==> src/rtl/mem_access_stage_if.sv <==
`default_nettype none
// ============================================================================
// Module   : mem_access_stage_if
// Brief    : Execute-side, data-memory and write-back signal bundle for the
//            SPARC memory stage.
// Revision : 1.0 - initial release
// ============================================================================
interface mem_access_stage_if #(
    parameter int DATA_W = 32,
    parameter int REG_W  = 5
);
    // Execute side
    logic              ex_ready;
    logic [DATA_W-1:0] ex_alures;
    logic [DATA_W-1:0] ex_valD;
    logic [REG_W-1:0]  ex_rd;
    logic [1:0]        ex_op;
    logic [2:0]        ex_op2;
    logic [5:0]        ex_op3;
    logic              mem_ready;
    // Data memory port
    logic              dmem_req;
    logic              dmem_we;
    logic [DATA_W-1:0] dmem_addr;
    logic [DATA_W-1:0] dmem_wdata;
    logic [3:0]        dmem_be;
    logic              dmem_ack;
    logic [DATA_W-1:0] dmem_rdata;
    // Write-back side
    logic              wb_valid;
    logic              wb_we;
    logic [REG_W-1:0]  wb_rd;
    logic [DATA_W-1:0] wb_data;

    modport master (
        input  ex_ready, ex_alures, ex_valD, ex_rd, ex_op, ex_op2, ex_op3,
        input  dmem_ack, dmem_rdata,
        output mem_ready,
        output dmem_req, dmem_we, dmem_addr, dmem_wdata, dmem_be,
        output wb_valid, wb_we, wb_rd, wb_data
    );

    modport slave (
        output ex_ready, ex_alures, ex_valD, ex_rd, ex_op, ex_op2, ex_op3,
        output dmem_ack, dmem_rdata,
        input  mem_ready,
        input  dmem_req, dmem_we, dmem_addr, dmem_wdata, dmem_be,
        input  wb_valid, wb_we, wb_rd, wb_data
    );
endinterface
`default_nettype wire

==> src/rtl/mem_access_stage.sv <==
`default_nettype none
// ============================================================================
// Module   : mem_access_stage
// Brief    : SPARC memory stage: big-endian byte/half/word loads and stores
//            over a req/ack port, registered write-back. Optional macro
//            MEM_ALIGN_TRAP_EN adds mem_trap for misaligned accesses.
// Revision : 1.0 - initial release
// ============================================================================
module mem_access_stage #(
    parameter int DATA_W = 32,
    parameter int REG_W  = 5
) (
    input  wire logic           clk,
    input  wire logic           reset,
    mem_access_stage_if.master  bus
`ifdef MEM_ALIGN_TRAP_EN
    ,
    output logic                mem_trap
`endif
);
    localparam logic [1:0] c_SZ_WORD = 2'b00;
    localparam logic [1:0] c_SZ_BYTE = 2'b01;
    localparam logic [1:0] c_SZ_HALF = 2'b10;

    typedef enum logic [0:0] {
        S_IDLE = 1'b0,
        S_WAIT = 1'b1
    } state_t;

    state_t            state_q, state_d;
    logic              dmem_req_q, dmem_req_d;
    logic              dmem_we_q, dmem_we_d;
    logic [DATA_W-1:0] dmem_addr_q, dmem_addr_d;
    logic [DATA_W-1:0] dmem_wdata_q, dmem_wdata_d;
    logic [3:0]        dmem_be_q, dmem_be_d;
    logic [REG_W-1:0]  rd_q, rd_d;
    logic [1:0]        off_q, off_d;
    logic [1:0]        size_q, size_d;
    logic              signed_q, signed_d;
    logic              store_q, store_d;
    logic              wb_valid_q, wb_valid_d;
    logic              wb_we_q, wb_we_d;
    logic [REG_W-1:0]  wb_rd_q, wb_rd_d;
    logic [DATA_W-1:0] wb_data_q, wb_data_d;

    logic              w_is_mem;
    logic              w_trap;
    logic [3:0]        w_be;
    logic [DATA_W-1:0] w_wdata;
    logic [7:0]        w_ld_byte;
    logic [15:0]       w_ld_half;
    logic [DATA_W-1:0] w_ld_data;

    // LD/LDUB/LDUH/LDSB/LDSH/ST/STB/STH; op3[1:0] = size, op3[2] = store, op3[3] = signed
    assign w_is_mem = (bus.ex_op == 2'b11) &&
                      (bus.ex_op3 inside {6'b000000, 6'b000001, 6'b000010, 6'b001001,
                                          6'b001010, 6'b000100, 6'b000101, 6'b000110});

`ifdef MEM_ALIGN_TRAP_EN
    logic w_misaligned;
    logic mem_trap_q;

    assign w_misaligned = ((bus.ex_op3[1:0] == c_SZ_HALF) && bus.ex_alures[0]) ||
                          ((bus.ex_op3[1:0] == c_SZ_WORD) && (bus.ex_alures[1:0] != 2'b00));
    assign w_trap       = w_is_mem && w_misaligned;
    assign mem_trap     = mem_trap_q;

    always_ff @(posedge clk) begin
        if (reset) begin
            mem_trap_q <= 1'b0;
        end else begin
            mem_trap_q <= (state_q == S_IDLE) && bus.ex_ready && w_trap;
        end
    end
`else
    assign w_trap = 1'b0;
`endif

    // Store lane selection; misaligned halves fall back to off[1]
    always_comb begin
        w_be    = 4'b1111;
        w_wdata = bus.ex_valD;
        case (bus.ex_op3[1:0])
            c_SZ_BYTE: begin
                w_be    = 4'b1000 >> bus.ex_alures[1:0];
                w_wdata = {4{bus.ex_valD[7:0]}};
            end
            c_SZ_HALF: begin
                w_be    = bus.ex_alures[1] ? 4'b0011 : 4'b1100;
                w_wdata = {2{bus.ex_valD[15:0]}};
            end
            default: begin
                w_be    = 4'b1111;
                w_wdata = bus.ex_valD;
            end
        endcase
    end

    always_comb begin
        w_ld_byte = bus.dmem_rdata[31:24];
        case (off_q)
            2'd0:    w_ld_byte = bus.dmem_rdata[31:24];
            2'd1:    w_ld_byte = bus.dmem_rdata[23:16];
            2'd2:    w_ld_byte = bus.dmem_rdata[15:8];
            default: w_ld_byte = bus.dmem_rdata[7:0];
        endcase
        w_ld_half = off_q[1] ? bus.dmem_rdata[15:0] : bus.dmem_rdata[31:16];
        case (size_q)
            c_SZ_BYTE: w_ld_data = {{(DATA_W-8){signed_q & w_ld_byte[7]}}, w_ld_byte};
            c_SZ_HALF: w_ld_data = {{(DATA_W-16){signed_q & w_ld_half[15]}}, w_ld_half};
            default:   w_ld_data = bus.dmem_rdata;
        endcase
    end

    always_comb begin
        state_d      = state_q;
        dmem_req_d   = dmem_req_q;
        dmem_we_d    = dmem_we_q;
        dmem_addr_d  = dmem_addr_q;
        dmem_wdata_d = dmem_wdata_q;
        dmem_be_d    = dmem_be_q;
        rd_d         = rd_q;
        off_d        = off_q;
        size_d       = size_q;
        signed_d     = signed_q;
        store_d      = store_q;
        wb_valid_d   = 1'b0;
        wb_we_d      = 1'b0;
        wb_rd_d      = wb_rd_q;
        wb_data_d    = wb_data_q;

        case (state_q)
            S_IDLE: begin
                if (bus.ex_ready) begin
                    if (w_trap) begin
                        wb_valid_d = 1'b1;
                        wb_rd_d    = bus.ex_rd;
                        wb_data_d  = bus.ex_alures;
                    end else if (w_is_mem) begin
                        state_d      = S_WAIT;
                        dmem_req_d   = 1'b1;
                        dmem_we_d    = bus.ex_op3[2];
                        dmem_addr_d  = {bus.ex_alures[DATA_W-1:2], 2'b00};
                        dmem_wdata_d = w_wdata;
                        dmem_be_d    = w_be;
                        rd_d         = bus.ex_rd;
                        off_d        = bus.ex_alures[1:0];
                        size_d       = bus.ex_op3[1:0];
                        signed_d     = bus.ex_op3[3];
                        store_d      = bus.ex_op3[2];
                    end else begin
                        wb_valid_d = 1'b1;
                        wb_we_d    = (bus.ex_op == 2'b10) && (bus.ex_rd != '0);
                        wb_rd_d    = bus.ex_rd;
                        wb_data_d  = bus.ex_alures;
                    end
                end
            end
            S_WAIT: begin
                if (bus.dmem_ack) begin
                    state_d    = S_IDLE;
                    dmem_req_d = 1'b0;
                    wb_valid_d = 1'b1;
                    wb_rd_d    = rd_q;
                    wb_we_d    = !store_q && (rd_q != '0);
                    wb_data_d  = store_q ? '0 : w_ld_data;
                end
            end
            default: state_d = S_IDLE;
        endcase
    end

    always_ff @(posedge clk) begin
        if (reset) begin
            state_q      <= S_IDLE;
            dmem_req_q   <= 1'b0;
            dmem_we_q    <= 1'b0;
            dmem_addr_q  <= '0;
            dmem_wdata_q <= '0;
            dmem_be_q    <= '0;
            rd_q         <= '0;
            off_q        <= '0;
            size_q       <= '0;
            signed_q     <= 1'b0;
            store_q      <= 1'b0;
            wb_valid_q   <= 1'b0;
            wb_we_q      <= 1'b0;
            wb_rd_q      <= '0;
            wb_data_q    <= '0;
        end else begin
            state_q      <= state_d;
            dmem_req_q   <= dmem_req_d;
            dmem_we_q    <= dmem_we_d;
            dmem_addr_q  <= dmem_addr_d;
            dmem_wdata_q <= dmem_wdata_d;
            dmem_be_q    <= dmem_be_d;
            rd_q         <= rd_d;
            off_q        <= off_d;
            size_q       <= size_d;
            signed_q     <= signed_d;
            store_q      <= store_d;
            wb_valid_q   <= wb_valid_d;
            wb_we_q      <= wb_we_d;
            wb_rd_q      <= wb_rd_d;
            wb_data_q    <= wb_data_d;
        end
    end

    assign bus.mem_ready  = (state_q == S_IDLE);
    assign bus.dmem_req   = dmem_req_q;
    assign bus.dmem_we    = dmem_we_q;
    assign bus.dmem_addr  = dmem_addr_q;
    assign bus.dmem_wdata = dmem_wdata_q;
    assign bus.dmem_be    = dmem_be_q;
    assign bus.wb_valid   = wb_valid_q;
    assign bus.wb_we      = wb_we_q;
    assign bus.wb_rd      = wb_rd_q;
    assign bus.wb_data    = wb_data_q;

endmodule
`default_nettype wire

==> src/flat_wrapper.sv <==
// flat-port wrapper written by rule: the top's interface ports become plain ports
module mem_access_stage_flat 
#(
    parameter int DATA_W = 32,
    parameter int REG_W  = 5
)
  (clk, reset, bus_ex_ready, bus_ex_alures, bus_ex_valD, bus_ex_rd, bus_ex_op, bus_ex_op2, bus_ex_op3, bus_dmem_ack, bus_dmem_rdata, bus_mem_ready, bus_dmem_req, bus_dmem_we, bus_dmem_addr, bus_dmem_wdata, bus_dmem_be, bus_wb_valid, bus_wb_we, bus_wb_rd, bus_wb_data);
  mem_access_stage_if #(.DATA_W(DATA_W), .REG_W(REG_W)) bus_i ();
  input  wire logic clk;
  input  wire logic reset;
  input wire logic [$bits(bus_i.ex_ready)-1:0] bus_ex_ready;
  input wire logic [$bits(bus_i.ex_alures)-1:0] bus_ex_alures;
  input wire logic [$bits(bus_i.ex_valD)-1:0] bus_ex_valD;
  input wire logic [$bits(bus_i.ex_rd)-1:0] bus_ex_rd;
  input wire logic [$bits(bus_i.ex_op)-1:0] bus_ex_op;
  input wire logic [$bits(bus_i.ex_op2)-1:0] bus_ex_op2;
  input wire logic [$bits(bus_i.ex_op3)-1:0] bus_ex_op3;
  input wire logic [$bits(bus_i.dmem_ack)-1:0] bus_dmem_ack;
  input wire logic [$bits(bus_i.dmem_rdata)-1:0] bus_dmem_rdata;
  output wire logic [$bits(bus_i.mem_ready)-1:0] bus_mem_ready;
  output wire logic [$bits(bus_i.dmem_req)-1:0] bus_dmem_req;
  output wire logic [$bits(bus_i.dmem_we)-1:0] bus_dmem_we;
  output wire logic [$bits(bus_i.dmem_addr)-1:0] bus_dmem_addr;
  output wire logic [$bits(bus_i.dmem_wdata)-1:0] bus_dmem_wdata;
  output wire logic [$bits(bus_i.dmem_be)-1:0] bus_dmem_be;
  output wire logic [$bits(bus_i.wb_valid)-1:0] bus_wb_valid;
  output wire logic [$bits(bus_i.wb_we)-1:0] bus_wb_we;
  output wire logic [$bits(bus_i.wb_rd)-1:0] bus_wb_rd;
  output wire logic [$bits(bus_i.wb_data)-1:0] bus_wb_data;
  assign bus_i.ex_ready = bus_ex_ready;
  assign bus_i.ex_alures = bus_ex_alures;
  assign bus_i.ex_valD = bus_ex_valD;
  assign bus_i.ex_rd = bus_ex_rd;
  assign bus_i.ex_op = bus_ex_op;
  assign bus_i.ex_op2 = bus_ex_op2;
  assign bus_i.ex_op3 = bus_ex_op3;
  assign bus_i.dmem_ack = bus_dmem_ack;
  assign bus_i.dmem_rdata = bus_dmem_rdata;
  assign bus_mem_ready = bus_i.mem_ready;
  assign bus_dmem_req = bus_i.dmem_req;
  assign bus_dmem_we = bus_i.dmem_we;
  assign bus_dmem_addr = bus_i.dmem_addr;
  assign bus_dmem_wdata = bus_i.dmem_wdata;
  assign bus_dmem_be = bus_i.dmem_be;
  assign bus_wb_valid = bus_i.wb_valid;
  assign bus_wb_we = bus_i.wb_we;
  assign bus_wb_rd = bus_i.wb_rd;
  assign bus_wb_data = bus_i.wb_data;
  mem_access_stage #(.DATA_W(DATA_W), .REG_W(REG_W)) u_core (.clk(clk), .reset(reset), .bus(bus_i));
endmodule
==> config.mk <==
export PLATFORM = sky130hd
export DESIGN_NAME = mem_access_stage_flat
export DESIGN_NICKNAME = d
export VERILOG_FILES = /design/src/rtl/mem_access_stage_if.sv /design/src/rtl/mem_access_stage.sv /design/src/flat_wrapper.sv
export SDC_FILE = /design/constraint.sdc
export NUM_CORES = 1
export LEC_CHECK = 0
export ABC_CLOCK_PERIOD_IN_PS = 2540
export CAP_MARGIN = 20
export CORE_AREA = 2 2 119 121
export CTS_CLUSTER_DIAMETER = 50
export DETAILED_ROUTE_END_ITERATION = 16
export DIE_AREA = 0 0 121 123
export PLACE_DENSITY = 0.88
export SETUP_SLACK_MARGIN = 0.4
export SKIP_CTS_REPAIR_TIMING = 1
export SLEW_MARGIN = 20
export SYNTH_ARGS = -nofsm -noshare
export SYNTH_HDL_FRONTEND = slang
export SYNTH_SLANG_ARGS = --single-unit
==> constraint.sdc <==
create_clock -name clk -period 2.54 [get_ports clk]
set_clock_uncertainty 0.05 [all_clocks]
set_input_delay 0.381 -clock clk [delete_from_list [all_inputs] [get_ports clk]]
set_output_delay 0.381 -clock clk [all_outputs]
set_load 0.01 [all_outputs]
==> results_dict.tcl, run 1 <==
set metrics [dict create \
    dr.pass1.iters 6 \
    synth_cell_type_count 52 \
    ir_drop_mv 0.397 \
    hold_path_depth 2 \
    totalWireLength_um 20000 \
    cts_tree "built" \
    cp-start-kind "input port" \
    ant_nets 0 \
    numCtsBuffers 17 \
    hold_start "u_core.bus.dmem_wdata[8]$_SDFFE_PP0P_" \
    grt_pass1_vias 5833 \
    max_stage_delay_ns 0.51 \
    report.final.slew_viol_count 0 \
    tightest_slew_ns 0.559 \
    vias 6121 \
    hold_viol 0 \
    synth_seq_area_share_pct 40.5 \
    syn-mean-instance-area_sq_um 8.82 \
    power_mw 5.20 \
    grt_max_degree 51 \
    clockBufferDepth 2 \
    path_clk_slew_ns 0.05 \
    p_per_area_nw_per_um2 589 \
    diodes 0 \
    whs_endpoint "u_core.bus.dmem_wdata[8]$_SDFFE_PP0P_" \
    row_count 43 \
    place_congestion 0.883 \
    rsz0062_at_grt "yes" \
    synth_edf_count 0 \
    clock-root-buffer "clkbuf_16" \
    min_path_type "reg -> reg" \
    cpMaxStageDelayCell "clkdlybuf4s50_1" \
    die-area_sq_um 14900 \
    synthesis.area_sq_um 5840 \
    worstSetupEndpointType "flop" \
    r2r_slack_ns 0.51 \
    finalWorstSetupSlack_ns 0.471 \
    mostFrequentLayoutCells "219 x clkdlybuf4s50_1, 126 x nand2_1, 117 x dfxtp_1" \
    start_util_pct 42.9 \
    setup.worst_path.class "in -> reg" \
    synth_fa_ha_area_share_pct 1.07 \
    leakagePower_nw 2.91 \
    period_needed_ns 2.07 \
    ys_async_sr_fraction_pct 0 \
    synth_compound_area_share_pct 33.9 \
    critical_path_required_ns 2.81 \
    post_drt_via_cell_ratio 5.82 \
    final_nets 980 \
    holdWs_ns 0.399 \
    r2r_start "u_core.size_q[0]$_SDFFE_PP0P_" \
    timing.fmax_ghz 0.483 \
    drc_errors 0 \
    reg2reg_to "u_core.bus.wb_data[13]$_SDFFE_PP0P_" \
    maxCapViolCount 0 \
    place_ws_ns 0.0506 \
    syn_inst 662 \
    tns_ns 0 \
    synth-simple-area-share_pct 14.4 \
    grt_pass1_wl_um 31000 \
    ioPinCount 226 \
    clk_latency_ns 0.41 \
    crit_chain "clkdlybuf4s50_1 > inv_1 > ha_1 > or3_4 > o211ai_4 > buf_12 > a211oi_1 > a311oi_2" \
    antenna_found_initial 0 \
    synth_mux_area_share_pct 2.68 \
    grtUsageTotal_pct 26.8 \
    setup_viol 0 \
    reg2reg_depth 6 \
    synth_top_family_by_area "compound AO/OA/AOI/OAI gates" \
    drt_iter0_markers 563 \
    wl_per_cell_um 19.1 \
    crit_family "buffers and inverters" \
    portBuffers 220 \
    die_y_um 123 \
    syn2layout_area_growth_pct 51.3 \
    fin_crit_sh_pct 81.5 \
    htreeDepth 4 \
    synthXorXnorAreaFrac_pct 0 \
    synth_flop_cell "dfxtp_1" \
    path_max_fanout 26 \
    coreArea_sq_um 13600 \
    cts.sinks 118 \
    crit_buf_inv 3 \
    status "complete, no violations" \
    final_common_cell "clkdlybuf4s50_1" \
    synth_warnings 0 \
    dp_hpwl_um 14300 \
    slew_headroom_pct 62.7 \
    ys_ff_latch 118 \
    arrival_ns 2.34 \
    gr-total-overflow 0 \
    die_w_um 121 \
    drive_above_1_share_pct 11.0 \
]
## synth_stat cells (2+ instances only)
cell type	instances	area [sq um]
and2_1	9	56.3
a222oi_1	6	60.1
a21oi_1	72	360
or4_1	2	15.0
nor3_1	11	55.1
mux2i_1	12	120
a22oi_1	24	180
buf_6	9	101
o21bai_1	2	15.0
a311oi_1	14	123
a211oi_1	48	360
nor2_1	16	60.1
o21ai_0	13	65.1
and2b_1	2	15.0
nand3b_1	2	15.0
o221ai_1	2	17.5
buf_2	19	95.1
buf_4	10	75.1
o32ai_1	6	52.6
clkbuf_1	27	101
a311oi_2	22	330
nor2b_1	9	56.3
dfxtp_1	118	2360
a2bb2oi_1	8	70.1
nand2_1	126	473
inv_1	15	56.3
o211ai_1	18	135
o22ai_1	9	56.3
ha_1	5	62.6
nand2b_1	4	25.0
## metal layers
metal | global-route usage (%) | wire (um) | up-vias
met2 | 43.5 | 9300 | 342
met3 | 8.35 | 2060 | 51
met1 | 32.6 | 7920 | 2876
met4 | 12.3 | 765 | 0
met5 | 0 | 0 | -
li1 | - | - | 2852
## sequential cells by signal, indices dropped and copies added, names as in the netlist
name / flops
u_core.rd_q: 5
u_core.bus.dmem_wdata: 32
u_core.signed_q: 1
u_core.state_q: 1
u_core.bus.dmem_addr: 30
u_core.bus.dmem_we: 1
u_core.off_q: 2
u_core.bus.dmem_req: 1
u_core.bus.wb_we: 1
u_core.bus.wb_rd: 5
u_core.bus.wb_data: 32
u_core.size_q: 2
u_core.bus.dmem_be: 4
u_core.bus.wb_valid: 1
## worst max path at each step
stage                                         start                                   to  slack, ns  cells past startpoint
after CTS                 u_core.state_q$_SDFF_PP0_                        bus_mem_ready       0.35                      2
after global routing                  bus_ex_op3[1]   u_core.bus.wb_data[6]$_SDFFE_PP0P_       0.35                      8
final                                 bus_ex_op3[1]   u_core.bus.wb_data[7]$_SDFFE_PP0P_       0.47                      8
after detailed placement              bus_ex_op3[1]  u_core.bus.wb_data[26]$_SDFFE_PP0P_       0.05                      8
after global placement                bus_ex_op3[1]  u_core.bus.wb_data[11]$_SDFFE_PP0P_       0.13                      8
after floorplan                       bus_ex_op3[1]  u_core.bus.wb_data[10]$_SDFFE_PP0P_       0.67                      7
## final cells by class
class,count,area (sq um)
Fill cell,1085,4770
Multi-Input combinational cell,463,3070
Timing Repair Buffer,243,2500
Sequential cell,118,2360
Clock buffer,20,447
Tap cell,180,225
Clock inverter,11,175
Inverter,16,60.1
## power by group
group          internal [mW]  switching, mW  total, mW
registers               1.91         0.0326       1.94
clock network           1.66          0.872       2.54
logic                  0.388          0.337      0.726
## worst register-to-register path, delay by kind of cell, from the launching register on
family	cells	cell delay (ns)
adder cells (fa/ha/maj)	1	0.38
buffers and inverters	1	0.07
AND/OR/NAND/NOR	1	0.22
AO/OA/AOI/OAI	3	0.86
flip-flops	1	0.36
## stage by stage
stage	util (%)	instances	instance area, sq um
5_1_grt	64.9	1051	8840
4_1_cts	64.8	1051	8820
2_1_floorplan	-	663	5840
3_3_place_gp	60.3	1020	8200
6_report	64.9	1051	8840
3_5_place_dp	60.3	1020	8200
## cell families after synthesis
| kind of cell | after synthesis |
|---|---|
| compound gates | 254 |
| simple gates | 188 |
| flops | 118 |
| buf+inv | 82 |
| mux | 14 |
| fa+ha+maj | 5 |
| other cells | 1 |
Note: power is estimated with default switching activity, not from simulation.
==> run 2: changes to the inputs <==
- ABC_CLOCK_PERIOD_IN_PS: 2540 -> 1780
- CORE_AREA: 2 2 119 121 -> 2 2 124 126
- DIE_AREA: 0 0 121 123 -> 0 0 126 128
- PLACE_DENSITY: 0.88 -> 0.85
- clock period: 2.54 -> 1.78 ns (I/O delays scaled with it)
==> results_dict.tcl, run 2 (same netlist as run 1, synthesis figures left out) <==
set metrics [dict create \
    power_mw 7.42 \
    grtUsageTotal_pct 25.7 \
    clockBufferDepth 2 \
    setup_viol 2 \
    final_nets 1073 \
    portBuffers 220 \
    cts.sinks 118 \
    period_needed_ns 1.89 \
    finalWorstSetupSlack_ns -0.107 \
    hold_path_depth 3 \
    r2r_start "u_core.size_q[1]$_SDFFE_PP0P_" \
    tightest_slew_ns 0.588 \
    path_clk_slew_ns 0.06 \
    antenna_found_initial 1 \
    totalWireLength_um 26600 \
    power_frac_clock_pct 46.5 \
    reg2reg_depth 7 \
    htreeDepth 4 \
    syn2layout_area_growth_pct 87.9 \
    tns_ns -0.151 \
    dp_hpwl_um 15500 \
    die_y_um 128 \
    post_drt_via_cell_ratio 6.08 \
    whs_endpoint "u_core.bus.wb_we$_SDFF_PP0_" \
    p_per_area_nw_per_um2 676 \
    combPwrFrac_pct 16.2 \
    hold_viol 0 \
    fin_cells 1154 \
    maxCapViolCount 0 \
    path_max_fanout 5 \
    internal_power_mw 5.44 \
    setup.worst_path.class "reg -> reg" \
    ir_drop_mv 0.561 \
    grt_pass1_wl_um 33000 \
    drt_iter0_markers 745 \
    post-route-util_pct 73.8 \
    pwr-share-seq_pct 37.3 \
    vias 7013 \
    hold_start "bus_ex_op[1]" \
    status "complete, but fails checks" \
    clk_latency_ns 0.42 \
    critical_path_required_ns 2.06 \
    grt_pass1_vias 6122 \
    gr-total-overflow 0 \
    ioPinCount 226 \
    report.final.slew_viol_count 0 \
    dp_cells 1066 \
    die-area_sq_um 16100 \
    p_sw_mw 1.98 \
    ant_nets 0 \
    slew_headroom_pct 60.8 \
    start_util_pct 39.3 \
    worstSetupEndpointType "flop" \
    coreArea_sq_um 14900 \
    grt_max_degree 81 \
    dr.pass1.iters 6 \
    placed_area_sq_um 8620 \
    min_path_type "in -> reg" \
    clock-root-buffer "clkbuf_16" \
    violations "negative setup slack" \
    cts_tree "built" \
    fin_crit_sh_pct 106 \
    numCtsBuffers 17 \
    drc_errors 0 \
    arrival_ns 2.16 \
    drive_above_1_share_pct 34.1 \
    cp-start-kind "flop" \
    r2r_slack_ns -0.11 \
    place_congestion 0.918 \
    die_w_um 126 \
    timing.fmax_ghz 0.530 \
    swShare_pct 26.7 \
    row_count 45 \
    mostFrequentLayoutCells "111 x dlymetal6s2s_1, 111 x dfxtp_1, 104 x clkdlybuf4s50_1" \
    leakagePower_nw 5.62 \
    final_area_sq_um 11000 \
    rsz0062_at_grt "yes" \
    reg2reg_to "u_core.bus.wb_data[1]$_SDFFE_PP0P_" \
    wl_per_cell_um 23.1 \
]
run 2: cell count changes in the layout (fill, tap and decap cells not counted), sizes merged:
cell / previous run / this run
buf: 24 / 104
diode: 0 / 1
inv: 17 / 19
clkbuf: 20 / 35
clkinvlp: 5 / 6
clkinv: 1 / 3
bufinv: 4 / 2
clkdlybuf4s50: 219 / 104
dlymetal6s2s: 0 / 111
run 2: final cells by class:
type                            instances  area (sq um)
Antenna cell                            1          2.50
Tap cell                              188           235
Sequential cell                       118          2380
Timing Repair Buffer                  336          3980
Multi-Input combinational cell        463          3720
Clock buffer                           18           439
Inverter                               16          75.1
Clock inverter                         14           150
Fill cell                             976          3890
run 2: power by group through the flow:
| stage | registers, mW | logic (mW) | clock network [mW] |
|---|---|---|---|
| 6_report | 2.77 | 1.20 | 3.45 |
| 5_1_grt | 2.78 | 1.26 | 3.60 |
| 4_1_cts | 2.77 | 1.08 | 3.47 |
| 3_5_place_dp | 2.83 | 1.07 | 0 |
| 3_3_place_gp | 2.83 | 1.06 | 0 |
| 2_1_floorplan | 2.85 | 0.415 | 0 |
run 2: critical path: stages (launching register included):
cell	delay, ns
dfxtp_4	0.36
inv_2	0.07
ha_4	0.19
a21oi_4	0.08
buf_4	0.17
o32ai_1	0.38
a222oi_1	0.20
a211oi_1	0.30
run 2: stage by stage:
stage	hold WS, ns	worst slack, ns
2_1_floorplan	0.345	0.116
3_3_place_gp	0.391	-0.546
3_5_place_dp	0.398	-0.599
4_1_cts	0.331	-0.171
5_1_grt	0.151	-0.178
6_report	0.141	-0.107
run 2: how the worst max path moves through the flow:
| stage | startpoint | end | slack (ns) | cells past startpoint |
|---|---|---|---|---|
| floorplan | bus_ex_op3[1] | u_core.bus.dmem_addr[29]$_SDFFE_PP0P_ | 0.12 | 9 |
| global placement | bus_ex_op3[1] | u_core.bus.wb_data[12]$_SDFFE_PP0P_ | -0.55 | 9 |
| detailed placement | bus_ex_op3[1] | u_core.bus.wb_data[12]$_SDFFE_PP0P_ | -0.60 | 9 |
| CTS | bus_ex_op3[1] | u_core.bus.wb_data[12]$_SDFFE_PP0P_ | -0.17 | 9 |
| global route | u_core.size_q[1]$_SDFFE_PP0P_ | u_core.bus.wb_data[1]$_SDFFE_PP0P_ | -0.18 | 7 |
| finish | u_core.size_q[1]$_SDFFE_PP0P_ | u_core.bus.wb_data[1]$_SDFFE_PP0P_ | -0.11 | 7 |
run 2: per-layer routing:
layer	part of all wire [%]	vias to the layer above	routed length [um]	global-route usage, %
met4	5.5	0	1470	9.95
met5	0	-	0	0
met3	11	122	2820	9.43
met2	48	501	12700	42.5
li1	-	3048	-	-
met1	36	3342	9590	30.6
==> run 3: changes to the inputs <==
- ABC_CLOCK_PERIOD_IN_PS: 1780 -> 1630
- CAP_MARGIN: 20 -> unset
- HOLD_SLACK_MARGIN: unset -> 0.06
- clock period: 1.78 -> 1.63 ns (I/O delays scaled with it)
==> results_dict.tcl, run 3 (same netlist as run 1, synthesis figures left out) <==
set metrics [dict create \
    ioPinCount 226 \
    min_path_type "in -> reg" \
    die_w_um 126 \
    clk_latency_ns 0.42 \
    grtUsageTotal_pct 25.4 \
    setup.worst_path.class "reg -> reg" \
    wl_met2_um 13400 \
    clockBufferDepth 2 \
    place_congestion 0.898 \
    grt_pass1_wl_um 32300 \
    top_layer "met4" \
    vias 7151 \
    cts_tree "built" \
    path_max_fanout 7 \
    status "complete, but fails checks" \
    wl_per_cell_um 24.1 \
    post-route-util_pct 73.3 \
    grt_max_degree 61 \
    fillers 958 \
    critical_path_required_ns 1.86 \
    drt-met1-wl_um 9500 \
    cts.sinks 118 \
    start_util_pct 39.3 \
    dp_hpwl_um 15300 \
    report.final.slew_viol_count 0 \
    slew_headroom_pct 62.6 \
    gr-total-overflow 0 \
    syn2layout_area_growth_pct 86.7 \
    numCtsBuffers 17 \
    path_clk_slew_ns 0.06 \
    arrival_ns 2.26 \
    die-area_sq_um 16100 \
    finalWorstSetupSlack_ns -0.397 \
    post_drt_via_cell_ratio 6.17 \
    die_y_um 128 \
    cp-start-kind "flop" \
    tightest_slew_ns 0.545 \
    hold_viol 0 \
    setup_viol 34 \
    met3_length_um 3190 \
    drive_above_1_share_pct 50.8 \
    final_common_cell "clkdlybuf4s50_1" \
    row_count 45 \
    period_needed_ns 2.03 \
    clock-root-buffer "clkbuf_16" \
    drc_errors 0 \
    mostFrequentLayoutCells "104 x clkdlybuf4s50_1, 83 x dfxtp_1, 76 x clkbuf_2" \
    antenna_found_initial 1 \
    violations "negative setup slack" \
    htreeDepth 4 \
    ir_drop_mv 0.689 \
    tns_ns -2.67 \
    maxCapViolCount 0 \
    fin_crit_sh_pct 124 \
    ant_nets 0 \
    leakagePower_nw 4.62 \
    rsz0062_at_grt "yes" \
    multi_input_area_sq_um 4100 \
    drt_iter0_markers 827 \
    power_mw 8.12 \
    coreArea_sq_um 14900 \
    dr.pass1.iters 6 \
    timing.fmax_ghz 0.493 \
    ff_latch_area_sq_um 2410 \
    worstSetupEndpointType "flop" \
    totalWireLength_um 27900 \
    portBuffers 220 \
    grt_pass1_vias 6101 \
    final_nets 1081 \
    p_per_area_nw_per_um2 745 \
]
run 3: cell types whose count changed in the layout (fill, tap and decap cells not counted), moves of 20 or more:
cell	change
dlymetal6s2s_1	-88
clkbuf_2	+74
dfxtp_1	-28
dfxtp_2	+28
nand2_2	-26
nand2_4	+22
a21oi_2	+21
a21oi_1	-20
run 3: worst max-delay path, cell delays in order (launching register included):
cell and delay (ns):
dfxtp_2 0.34, buf_12 0.13, buf_4 0.17, mux2i_1 0.51, o32ai_1 0.24, a222oi_1 0.34
a211oi_1 0.12
run 3: final timing paths:
check	from	to	slack, ns	cells after the start
setup reg to reg	u_core.off_q[1]$_SDFFE_PP0P_	u_core.bus.wb_data[5]$_SDFFE_PP0P_	-0.40	6
hold reg to reg	u_core.bus.dmem_wdata[24]$_SDFFE_PP0P_	u_core.bus.dmem_wdata[24]$_SDFFE_PP0P_	0.41	2
hold / removal	reset	u_core.bus.dmem_wdata[20]$_SDFFE_PP0P_	0.07	2
setup / recovery	u_core.off_q[1]$_SDFFE_PP0P_	u_core.bus.wb_data[5]$_SDFFE_PP0P_	-0.40	6
run 3: through the flow:
stage | instances | cell area [sq um] | setup WS [ns] | hold WS, ns
after floorplan | 663 | 5990 | -0.0110 | 0.323
after global placement | 1073 | 8690 | -0.713 | 0.391
after detailed placement | 1073 | 8690 | -0.767 | 0.399
after CTS | 1102 | 9250 | -0.342 | 0.0417
after global routing | 1159 | 10900 | -0.416 | 0.0693
final | 1159 | 10900 | -0.397 | 0.0672
run 3: final cells by class:
type	instances	share of cell area, %
multi-input combinational	463	37.6
timing repair buffer	344	32.1
sequential	118	22.1
clock buffer	21	4.22
tap	188	2.16
clock inverter	8	0.941
inverter	16	0.781
antenna	1	0.0230
run 3: power by group:
group	internal, mW	leakage [nW]	switching, mW
registers	2.98	0.976	0.0635
logic	0.704	3.37	0.711
clock network	2.30	0.271	1.37
run 3: layer usage:
metal  vias to the layer above  GRT usage (%)
met2                       574           42.2
met4                         0           11.6
met3                       140           7.64
li1                       3068              -
met5                         -              0
met1                      3369           30.3
